==> config.mk <==
export PLATFORM = sky130hd
export DESIGN_NAME = stage_scheduler_flat
export DESIGN_NICKNAME = d
export VERILOG_FILES = /design/src/rtl/stage_scheduler_if.sv /design/src/rtl/stage_scheduler.sv /design/src/flat_wrapper.sv
export SDC_FILE = /design/constraint.sdc
export NUM_CORES = 1
export LEC_CHECK = 0
export CAP_MARGIN = 40
export CORE_MARGIN = 2
export CORE_UTILIZATION = 50
export CTS_BUF_LIST = sky130_fd_sc_hd__clkbuf_16
export CTS_CLUSTER_SIZE = 14
export DETAILED_ROUTE_END_ITERATION = 7
export PLACE_DENSITY = 0.73
export SLEW_MARGIN = 10
export SYNTH_ARGS = -nofsm -noshare
export SYNTH_HDL_FRONTEND = slang
export SYNTH_SLANG_ARGS = --single-unit
==> constraint.sdc <==
create_clock -name clk -period 5.6 [get_ports clk]
set_clock_uncertainty 0.1 [all_clocks]
set_input_delay 1.12 -clock clk [delete_from_list [all_inputs] [get_ports clk]]
set_output_delay 1.12 -clock clk [all_outputs]
set_load 0.01 [all_outputs]
==> src/rtl/stage_scheduler_if.sv <==
// Step/config/control bundle between the stage scheduler and its datapath/controller.
interface stage_scheduler_if #(
  parameter int NA = 8,
  parameter int NC = 4,
  parameter int ND = 16
);
  // control
  logic          start;
  logic          abort;
  logic          busy;
  logic          done;
  // table programming and run bounds
  logic          cfg_we;
  logic [NC-1:0] cfg_addr;
  logic [NA-1:0] cfg_data;
  logic [NC-1:0] last_stage_idx;
  logic [ND-1:0] stop_epoch;
  // step handshake
  logic          step_valid;
  logic          step_ready;
  logic [NA-1:0] count_step;
  logic [NC-1:0] count_stage;
  logic [ND-1:0] count_epoch;
  logic          last_step;
  logic          stage_first;
  logic          epoch_done;

  // scheduler side
  modport master (
    input  start, abort, step_ready, cfg_we, cfg_addr, cfg_data,
           last_stage_idx, stop_epoch,
    output count_step, count_stage, count_epoch, step_valid, last_step,
           stage_first, epoch_done, busy, done
  );

  // datapath / controller side
  modport slave (
    output start, abort, step_ready, cfg_we, cfg_addr, cfg_data,
           last_stage_idx, stop_epoch,
    input  count_step, count_stage, count_epoch, step_valid, last_step,
           stage_first, epoch_done, busy, done
  );
endinterface

==> src/rtl/stage_scheduler.sv <==
// Step -> stage -> epoch sequencer with a programmable per-stage step-limit table.
module stage_scheduler #(
  parameter int NA    = 8,
  parameter int NC    = 4,
  parameter int PowNc = 2**NC,
  parameter int ND    = 16
) (
  input  logic                 clk,
  input  logic                 rst,
  stage_scheduler_if.master    bus
);

  typedef enum logic [1:0] {S_IDLE, S_RUN, S_DONE} state_t;

  state_t                    state, state_nx;
  logic [PowNc-1:0][NA-1:0]  tbl;
  logic [NA-1:0]             cnt_step;
  logic [NC-1:0]             cnt_stage;
  logic [ND-1:0]             cnt_epoch;
  logic [NC-1:0]             shd_last;
  logic [ND-1:0]             shd_stop;
  logic                      epoch_done_q;
  logic                      busy, step_valid, done;

  logic [NA-1:0] lim;
  logic          fire, end_step, end_stage, end_epoch;

  assign lim       = tbl[cnt_stage];
  assign fire      = step_valid & bus.step_ready;
  assign end_step  = (cnt_step  >= lim);
  assign end_stage = (cnt_stage >= shd_last);
  assign end_epoch = (cnt_epoch >= shd_stop);

  // state register
  always_ff @(posedge clk or posedge rst) begin
    if (rst) state <= S_IDLE;
    else     state <= state_nx;
  end

  // next-state: abort beats a concurrent fire; the last fire of the last epoch ends the run
  always_comb begin
    state_nx = state;
    unique case (state)
      S_IDLE: if (bus.start) state_nx = S_RUN;
      S_RUN: begin
        if (bus.abort)                                     state_nx = S_IDLE;
        else if (fire && end_step && end_stage && end_epoch) state_nx = S_DONE;
      end
      S_DONE: state_nx = S_IDLE;
      default: state_nx = S_IDLE;
    endcase
  end

  // state-decoded outputs
  always_comb begin
    busy       = 1'b0;
    step_valid = 1'b0;
    done       = 1'b0;
    unique case (state)
      S_RUN:   begin busy = 1'b1; step_valid = 1'b1; end
      S_DONE:  begin busy = 1'b1; done = 1'b1; end
      default: ;
    endcase
  end

  // limit table: writable only while idle, so a run never sees its limits change
  always_ff @(posedge clk or posedge rst) begin
    if (rst)                             tbl <= '0;
    else if (state == S_IDLE && bus.cfg_we) tbl[bus.cfg_addr] <= bus.cfg_data;
  end

  // counters and run bounds; counters hold at their final values through DONE
  always_ff @(posedge clk or posedge rst) begin
    if (rst) begin
      cnt_step  <= '0;
      cnt_stage <= '0;
      cnt_epoch <= '0;
      shd_last  <= '0;
      shd_stop  <= '0;
    end else begin
      unique case (state)
        S_IDLE: if (bus.start) begin
          cnt_step  <= '0;
          cnt_stage <= '0;
          cnt_epoch <= '0;
          shd_last  <= bus.last_stage_idx;
          shd_stop  <= bus.stop_epoch;
        end
        S_RUN: begin
          if (bus.abort) begin
            cnt_step  <= '0;
            cnt_stage <= '0;
            cnt_epoch <= '0;
          end else if (fire) begin
            if (!end_step) cnt_step <= cnt_step + 1'b1;
            else if (!end_stage) begin
              cnt_step  <= '0;
              cnt_stage <= cnt_stage + 1'b1;
            end else if (!end_epoch) begin
              cnt_step  <= '0;
              cnt_stage <= '0;
              cnt_epoch <= cnt_epoch + 1'b1;
            end
          end
        end
        default: ;
      endcase
    end
  end

  // epoch_done pulses the cycle after the final step of any epoch is accepted
  always_ff @(posedge clk or posedge rst) begin
    if (rst) epoch_done_q <= 1'b0;
    else     epoch_done_q <= (state == S_RUN) && !bus.abort && fire && end_step && end_stage;
  end

  assign bus.busy        = busy;
  assign bus.done        = done;
  assign bus.step_valid  = step_valid;
  assign bus.count_step  = cnt_step;
  assign bus.count_stage = cnt_stage;
  assign bus.count_epoch = cnt_epoch;
  assign bus.epoch_done  = epoch_done_q;
  assign bus.last_step   = step_valid && (cnt_step == lim);
  assign bus.stage_first = step_valid && (cnt_step == '0);

endmodule

==> src/flat_wrapper.sv <==
// flat-port wrapper written by rule: the top's interface ports become plain ports
module stage_scheduler_flat 
#(
  parameter int NA    = 8,
  parameter int NC    = 4,
  parameter int PowNc = 2**NC,
  parameter int ND    = 16
)
  (clk, rst, bus_start, bus_abort, bus_step_ready, bus_cfg_we, bus_cfg_addr, bus_cfg_data, bus_last_stage_idx, bus_stop_epoch, bus_count_step, bus_count_stage, bus_count_epoch, bus_step_valid, bus_last_step, bus_stage_first, bus_epoch_done, bus_busy, bus_done);
  stage_scheduler_if #(.NA(NA), .NC(NC), .ND(ND)) bus_i ();
  input  logic clk;
  input  logic rst;
  input wire logic [$bits(bus_i.start)-1:0] bus_start;
  input wire logic [$bits(bus_i.abort)-1:0] bus_abort;
  input wire logic [$bits(bus_i.step_ready)-1:0] bus_step_ready;
  input wire logic [$bits(bus_i.cfg_we)-1:0] bus_cfg_we;
  input wire logic [$bits(bus_i.cfg_addr)-1:0] bus_cfg_addr;
  input wire logic [$bits(bus_i.cfg_data)-1:0] bus_cfg_data;
  input wire logic [$bits(bus_i.last_stage_idx)-1:0] bus_last_stage_idx;
  input wire logic [$bits(bus_i.stop_epoch)-1:0] bus_stop_epoch;
  output wire logic [$bits(bus_i.count_step)-1:0] bus_count_step;
  output wire logic [$bits(bus_i.count_stage)-1:0] bus_count_stage;
  output wire logic [$bits(bus_i.count_epoch)-1:0] bus_count_epoch;
  output wire logic [$bits(bus_i.step_valid)-1:0] bus_step_valid;
  output wire logic [$bits(bus_i.last_step)-1:0] bus_last_step;
  output wire logic [$bits(bus_i.stage_first)-1:0] bus_stage_first;
  output wire logic [$bits(bus_i.epoch_done)-1:0] bus_epoch_done;
  output wire logic [$bits(bus_i.busy)-1:0] bus_busy;
  output wire logic [$bits(bus_i.done)-1:0] bus_done;
  assign bus_i.start = bus_start;
  assign bus_i.abort = bus_abort;
  assign bus_i.step_ready = bus_step_ready;
  assign bus_i.cfg_we = bus_cfg_we;
  assign bus_i.cfg_addr = bus_cfg_addr;
  assign bus_i.cfg_data = bus_cfg_data;
  assign bus_i.last_stage_idx = bus_last_stage_idx;
  assign bus_i.stop_epoch = bus_stop_epoch;
  assign bus_count_step = bus_i.count_step;
  assign bus_count_stage = bus_i.count_stage;
  assign bus_count_epoch = bus_i.count_epoch;
  assign bus_step_valid = bus_i.step_valid;
  assign bus_last_step = bus_i.last_step;
  assign bus_stage_first = bus_i.stage_first;
  assign bus_epoch_done = bus_i.epoch_done;
  assign bus_busy = bus_i.busy;
  assign bus_done = bus_i.done;
  stage_scheduler #(.NA(NA), .NC(NC), .PowNc(PowNc), .ND(ND)) u_core (.clk(clk), .rst(rst), .bus(bus_i));
endmodule
* Yosys cells after proc, flatten, opt, wreduce, memory -nomap -nowiden *
Index checks and enable logic that the tools add are counted.

storage, ports and cells
  logic and storage cells = 98
  output and inout bits = 34
  input bits = 38
  register bits after elaboration = 179

cells by class
  $add $sub $neg = 3
  bitwise operators = 1
  magnitude comparators = 6
  reduce and logical (&&, ||, !) cells = 21
  mux-type cells = 33
  equality and inequality tests = 11

operators by type and width
  operator               number
  $bwmux 128             1
  $mux 16                6
  $mux 8                 8
  $bmux 8 s4             1
  $demux 8 s4            1
  $pmux 16 s2            1
  $mux 4                 6
  $add 16x1->16 const B  1
  $ge 16x16->1           1
  $pmux 8 s2             1
  $ne 3x2->1 const B     4
  $logic_and 1x1->1      11
  $lt 4x5->1 const B     2
  $add 8x1->8 const B    1
  $eq 8x8->1             1
  $ge 8x8->1             1
  $logic_not 8->1        1
  $pmux 4 s2             1
  $mux 2                 3
  $reduce_and 6->1       1
  $ne 5x5->1 const B     1
  $reduce_and 5->1       1
  $add 4x1->4 const B    1
  $ge 4x1->1 const B     1
  15 further kinds       18

* Depth between registers and ports, before layout *
Gate-level depths: netlist of run 1.

  depth after elaboration = 9
  gate-level depth with buffers = 17
  mapped depth without buffers = 13

* Least setup slack after synthesis of run 1 *
OpenSTA, ideal clock, no wires.

  path type = reg2reg
  start point = reg u_core.cnt_stage[0], in the netlist u_core.bus.count_stage[0]
  end point = reg u_core.cnt_epoch[11], in the netlist u_core.bus.count_epoch[11]
  data arrival time = 3997 ps
  cell stages (with the launch flop) = 15
  path buffers = 4
  data required time = 5422 ps
  period minus slack after synthesis = 4175 ps
  path slack = 1425 ps
  cells stage by stage = dfrtp_1 clkbuf_1 buf_2 buf_1 mux4_2 a22oi_1 nand2_1 ha_1 nor2b_1 o21ai_0 a211oi_1 or4_1 clkbuf_1 or4_1 a21oi_1

on the way
  word-level cells in the longest chain between the ends = 5
  elaborated cells on any way between the ends = 7

ends and longest elaborated chain
  element                         line                    source
  from (decl)                     stage_scheduler.sv:18   logic [NC-1:0] cnt_stage;
  from (signal assigned)          stage_scheduler.sv:98   cnt_stage <= cnt_stage + 1'b1;
  $bmux 8 s4                      stage_scheduler.sv:28   assign lim = tbl[cnt_stage];
  $mux 8 (not written as such)    stage_scheduler.sv:28
  $ge 8x8->1                      stage_scheduler.sv:30   assign end_step = (cnt_step >= lim);
  $ne 3x2->1 (no line)            n/a
  $reduce_and 6->1 (no line) (*)  n/a
  to (signal assigned)            stage_scheduler.sv:102  cnt_epoch <= cnt_epoch + 1'b1;
  to (decl)                       stage_scheduler.sv:19   logic [ND-1:0] cnt_epoch;

Every way passes the cells marked *; elsewhere a longest branch is shown, timed or not. The select of a mux whose other input is x is not followed.
A chain may end at the register's enable or synchronous reset.

* Worst setup path in the final report of run 1 *
  start point = reg u_core.cnt_stage[0], in the netlist u_core.bus.count_stage[0]
  end point = out bus_last_step

on the way
  word-level cells in the longest chain between the ends = 4

ends and longest elaborated chain
  element                       line                    source
  $bmux 8 s4                    stage_scheduler.sv:28
  $mux 8 (not written as such)  stage_scheduler.sv:28
  $eq 8x8->1                    stage_scheduler.sv:124  assign bus.last_step = step_valid && (cnt_step == lim);
  $logic_and 1x1->1             stage_scheduler.sv:124
  to (decl)                     flat_wrapper.sv:25      output wire logic [$bits(bus_i.last_step)-1:0] bus_last_step;

No other way between the ends. The select of a mux whose other input is x is not followed.

==> results of run 1 <==
[per-layer routing]
metal | track usage, % | vias to the layer above | wire length [um]
met1 | 30.5 | 3295 | 9360
met3 | 5.90 | 33 | 1230
met4 | 8.13 | 0 | 442
met2 | 38.0 | 212 | 10500
li1 | - | 2856 | -
met5 | 0 | - | 0
[area by class of cell]
class,instances,area [um2],area share [%]
Clock inverter,13,124,1.17
Multi-Input combinational cell,489,4320,40.8
Tap cell,229,287,2.71
Inverter,32,124,1.17
Timing Repair Buffer,84,821,7.76
Sequential cell,179,4480,42.4
Clock buffer,17,425,4.02
[final timing paths]
path	endpoint	slack, ps	cells after the start
max	bus_last_step	450	7
min	u_core.tbl[116]	400	1
max reg2reg	u_core.bus.count_epoch[3]	810	10
min reg2reg	u_core.tbl[116]	400	1
max in group asynchronous	u_core.bus.count_stage[0]	3510	3
min in group asynchronous	u_core.bus.count_step[0]	950	2
[sequential cells by signal (all words and copies together), names as in the netlist]
name                    count
u_core.shd_stop            16
u_core.tbl                128
u_core.bus.epoch_done       1
u_core.bus.count_epoch     16
u_core.bus.count_step       8
u_core.bus.count_stage      4
u_core.shd_last             4
u_core.state                2
[logic make-up (layout without fill, tap and decap cells)]
family	after synthesis	count (layout)	synth area share, %
compound gates	107	107	7.74
flops	179	179	49.4
fa+ha+maj	36	36	4.97
mux	201	201	26.6
buf+inv	71	146	3.02
simple gates	145	145	8.33
[power by group through the flow]
| stage | Combinational, mW | Sequential, mW | Clock (mW) |
|---|---|---|---|
| floorplan | 1.32 | 1.99 | 0 |
| global placement | 1.62 | 2.08 | 0 |
| detailed placement | 1.71 | 2.11 | 0 |
| CTS | 1.73 | 2.09 | 1.14 |
| global route | 1.90 | 2.15 | 1.21 |
| finish | 1.73 | 2.10 | 1.13 |
[through the flow]
stage	power, mW	area [um2]	setup slack [ps]	utilization [%]	hold WS [ps]
CTS	4.97	10600	474	59.1	406
global placement	3.70	10000	1090	55.9	383
finish	4.95	10600	445	59.1	402
detailed placement	3.82	10000	901	56.0	392
global route	5.26	10600	338	59.1	415
floorplan	3.31	9070	1420	-	374
[critical path: stages, from the launching register on]
cell,delay [ps]
dfrtp_2,770
buf_4,440
mux4_2,570
a221oi_1,450
ha_1,210
nand2_1,70
nor4_1,380
clkdlybuf4s50_1,610
[cells in the mapped netlist (2+ instances only)]
cell	instances
o31ai_1	9
o21ai_0	15
nor4_1	6
dfrtp_1	179
mux2_2	156
a211oi_1	2
mux2_1	2
nor2_1	27
a21oi_1	35
a41oi_1	2
ha_1	36
clkbuf_1	30
o21a_1	11
and3_1	3
o22ai_1	3
a221oi_1	15
or4_1	16
nand2_1	38
nand3_1	11
nor3_1	8
a31oi_1	6
nand2b_1	10
nand4_1	6
mux2i_1	27
nor2b_1	9
mux4_2	16
buf_2	6
inv_1	32
or3_1	3
buf_1	3
==> impl_results.md, run 1 <==
* Die Y at 139 um
* Fin crit period at 5150 ps
* Synth Warn # at 0
* Fin crit share at 92.0%
* Share of cells above drive strength 1 at 26.4%
* Most common cell after layout, fill and taps aside: dfrtp_1
* Worst vdd ir at 273 uV
* Post-synthesis sequential area ratio at 49.4%
* Total power per unit cell area at 468 mW/mm2
* Clk_lat worst skew at 430 ps
* Switch Pwr at 1.62 mW
* Placed Cells at 1,012
* Gr ovfl total at 0
* DRT iter0 DRCs at 409
* Primary FF master, synth: dfrtp_1
* Post-synth EDFFs at 0
* Final Max Slew Viols at 0
* RSZ-0062 raised after global routing: no
* Drt drc at 0
* Num CTS Buffers at 17
* Post-synth cell types at 47
* First-pass GRT wire length at 35,300 um
* Gr usage total at 23.3%
* Fillers at 1,408
* Cells after Synth at 739
* Register share of total power at 42.3%
* Final Hold Fails at 0
* Post-synth top area cell: dfrtp_1
* Clock transition at path regs at 60 ps
* Post-Syn Area at 0.00907 mm2
* Via/cell ratio at 6.13
* Post-synthesis register bit count at 179
* Clock power frac at 22.8%
* Initial Util at 50.7%
* Critical Path Fanout Max at 23
* Ant diodes at 0
* Cell-internal power at 3.33 mW
* Max cap viols at 0
* RD Place Congestion at 0.925
* Worst min path class: reg2reg
* Die outline area at 0.0192 mm2
* Largest net degree at the start of global routing at 118
* Pleak at 4.60 nW
* Quantity of gates resized following cts at 0
* CTS root buf: clkbuf_16
* Synth top area share at 49.4%
* Syn Nets at 813
* Fraction of registers with async set/reset at 100%
* Setup TNS Final at 0 ps
* Initial antenna violation count at 0
* Row Count at 49
* Status: complete, no violations
* Min-delay src: u_core.tbl[116]
* Final ANT Viol Nets at 0
* Setup repair bufs after CTS at 0
* Synth area leaders: dfrtp_1, mux2_2, ha_1
* H-tree depth at 4
* CTS Sinks at 179
* Max Freq at 194 MHz
* Per-cell routed wire length at 20.7 um
* Synthesized area per cell at 12.3 um2
* Sw Share at 32.6%
* Critical path arrival at 3930 ps
* CTS max path bufs at 2
* Final std cells w/o fill at 1,043
* DRT Wirelength at 21,600 um
* IO Port Bufs at 71
* Worst Tran Pin Value at 979 ps
* TritonCTS clock tree: yes
* Via count at 6,396
* Headroom to the max-slew limit at 34.5%
* Finish-stage setup viols at 0
* DR pass1 iterations at 5
* Area growth from synthesis to layout at 16.6%
* Core region area at 0.0179 mm2
* Required @ worst endpoint at 4380 ps
* Worst setup startpoint: u_core.bus.count_stage[0]
* Final nets at 877
* Crit path launch type: flop
* I/O pin count at 72
* Vias in the first global route at 6,637
* Worst setup EP type: output port
* Commonest cells after routing, fill and taps aside: dfrtp_1, mux2_2, clkdlybuf4s50_1
* Die Width at 139 um
* R2r startpoint: u_core.bus.count_stage[0]
* CTS Hold Bufs at 0
* Final HPWL DP at 15,000 um
* Logic pwr share at 34.9%
* Setup CP Type: reg2out
Note: power is estimated with default switching activity, not from simulation.
==> run 2, diff against run 1 <==
--- a/config.mk
+++ b/config.mk
@@ -11,6 +11,7 @@
 export CTS_BUF_LIST = sky130_fd_sc_hd__clkbuf_16
 export CTS_CLUSTER_SIZE = 14
 export DETAILED_ROUTE_END_ITERATION = 7
+export HOLD_SLACK_MARGIN = 0.06
 export PLACE_DENSITY = 0.73
 export SLEW_MARGIN = 10
 export SYNTH_ARGS = -nofsm -noshare
==> results of run 2 <==
Same layout as run 1: the final DEF is identical, and so are final timing and power.
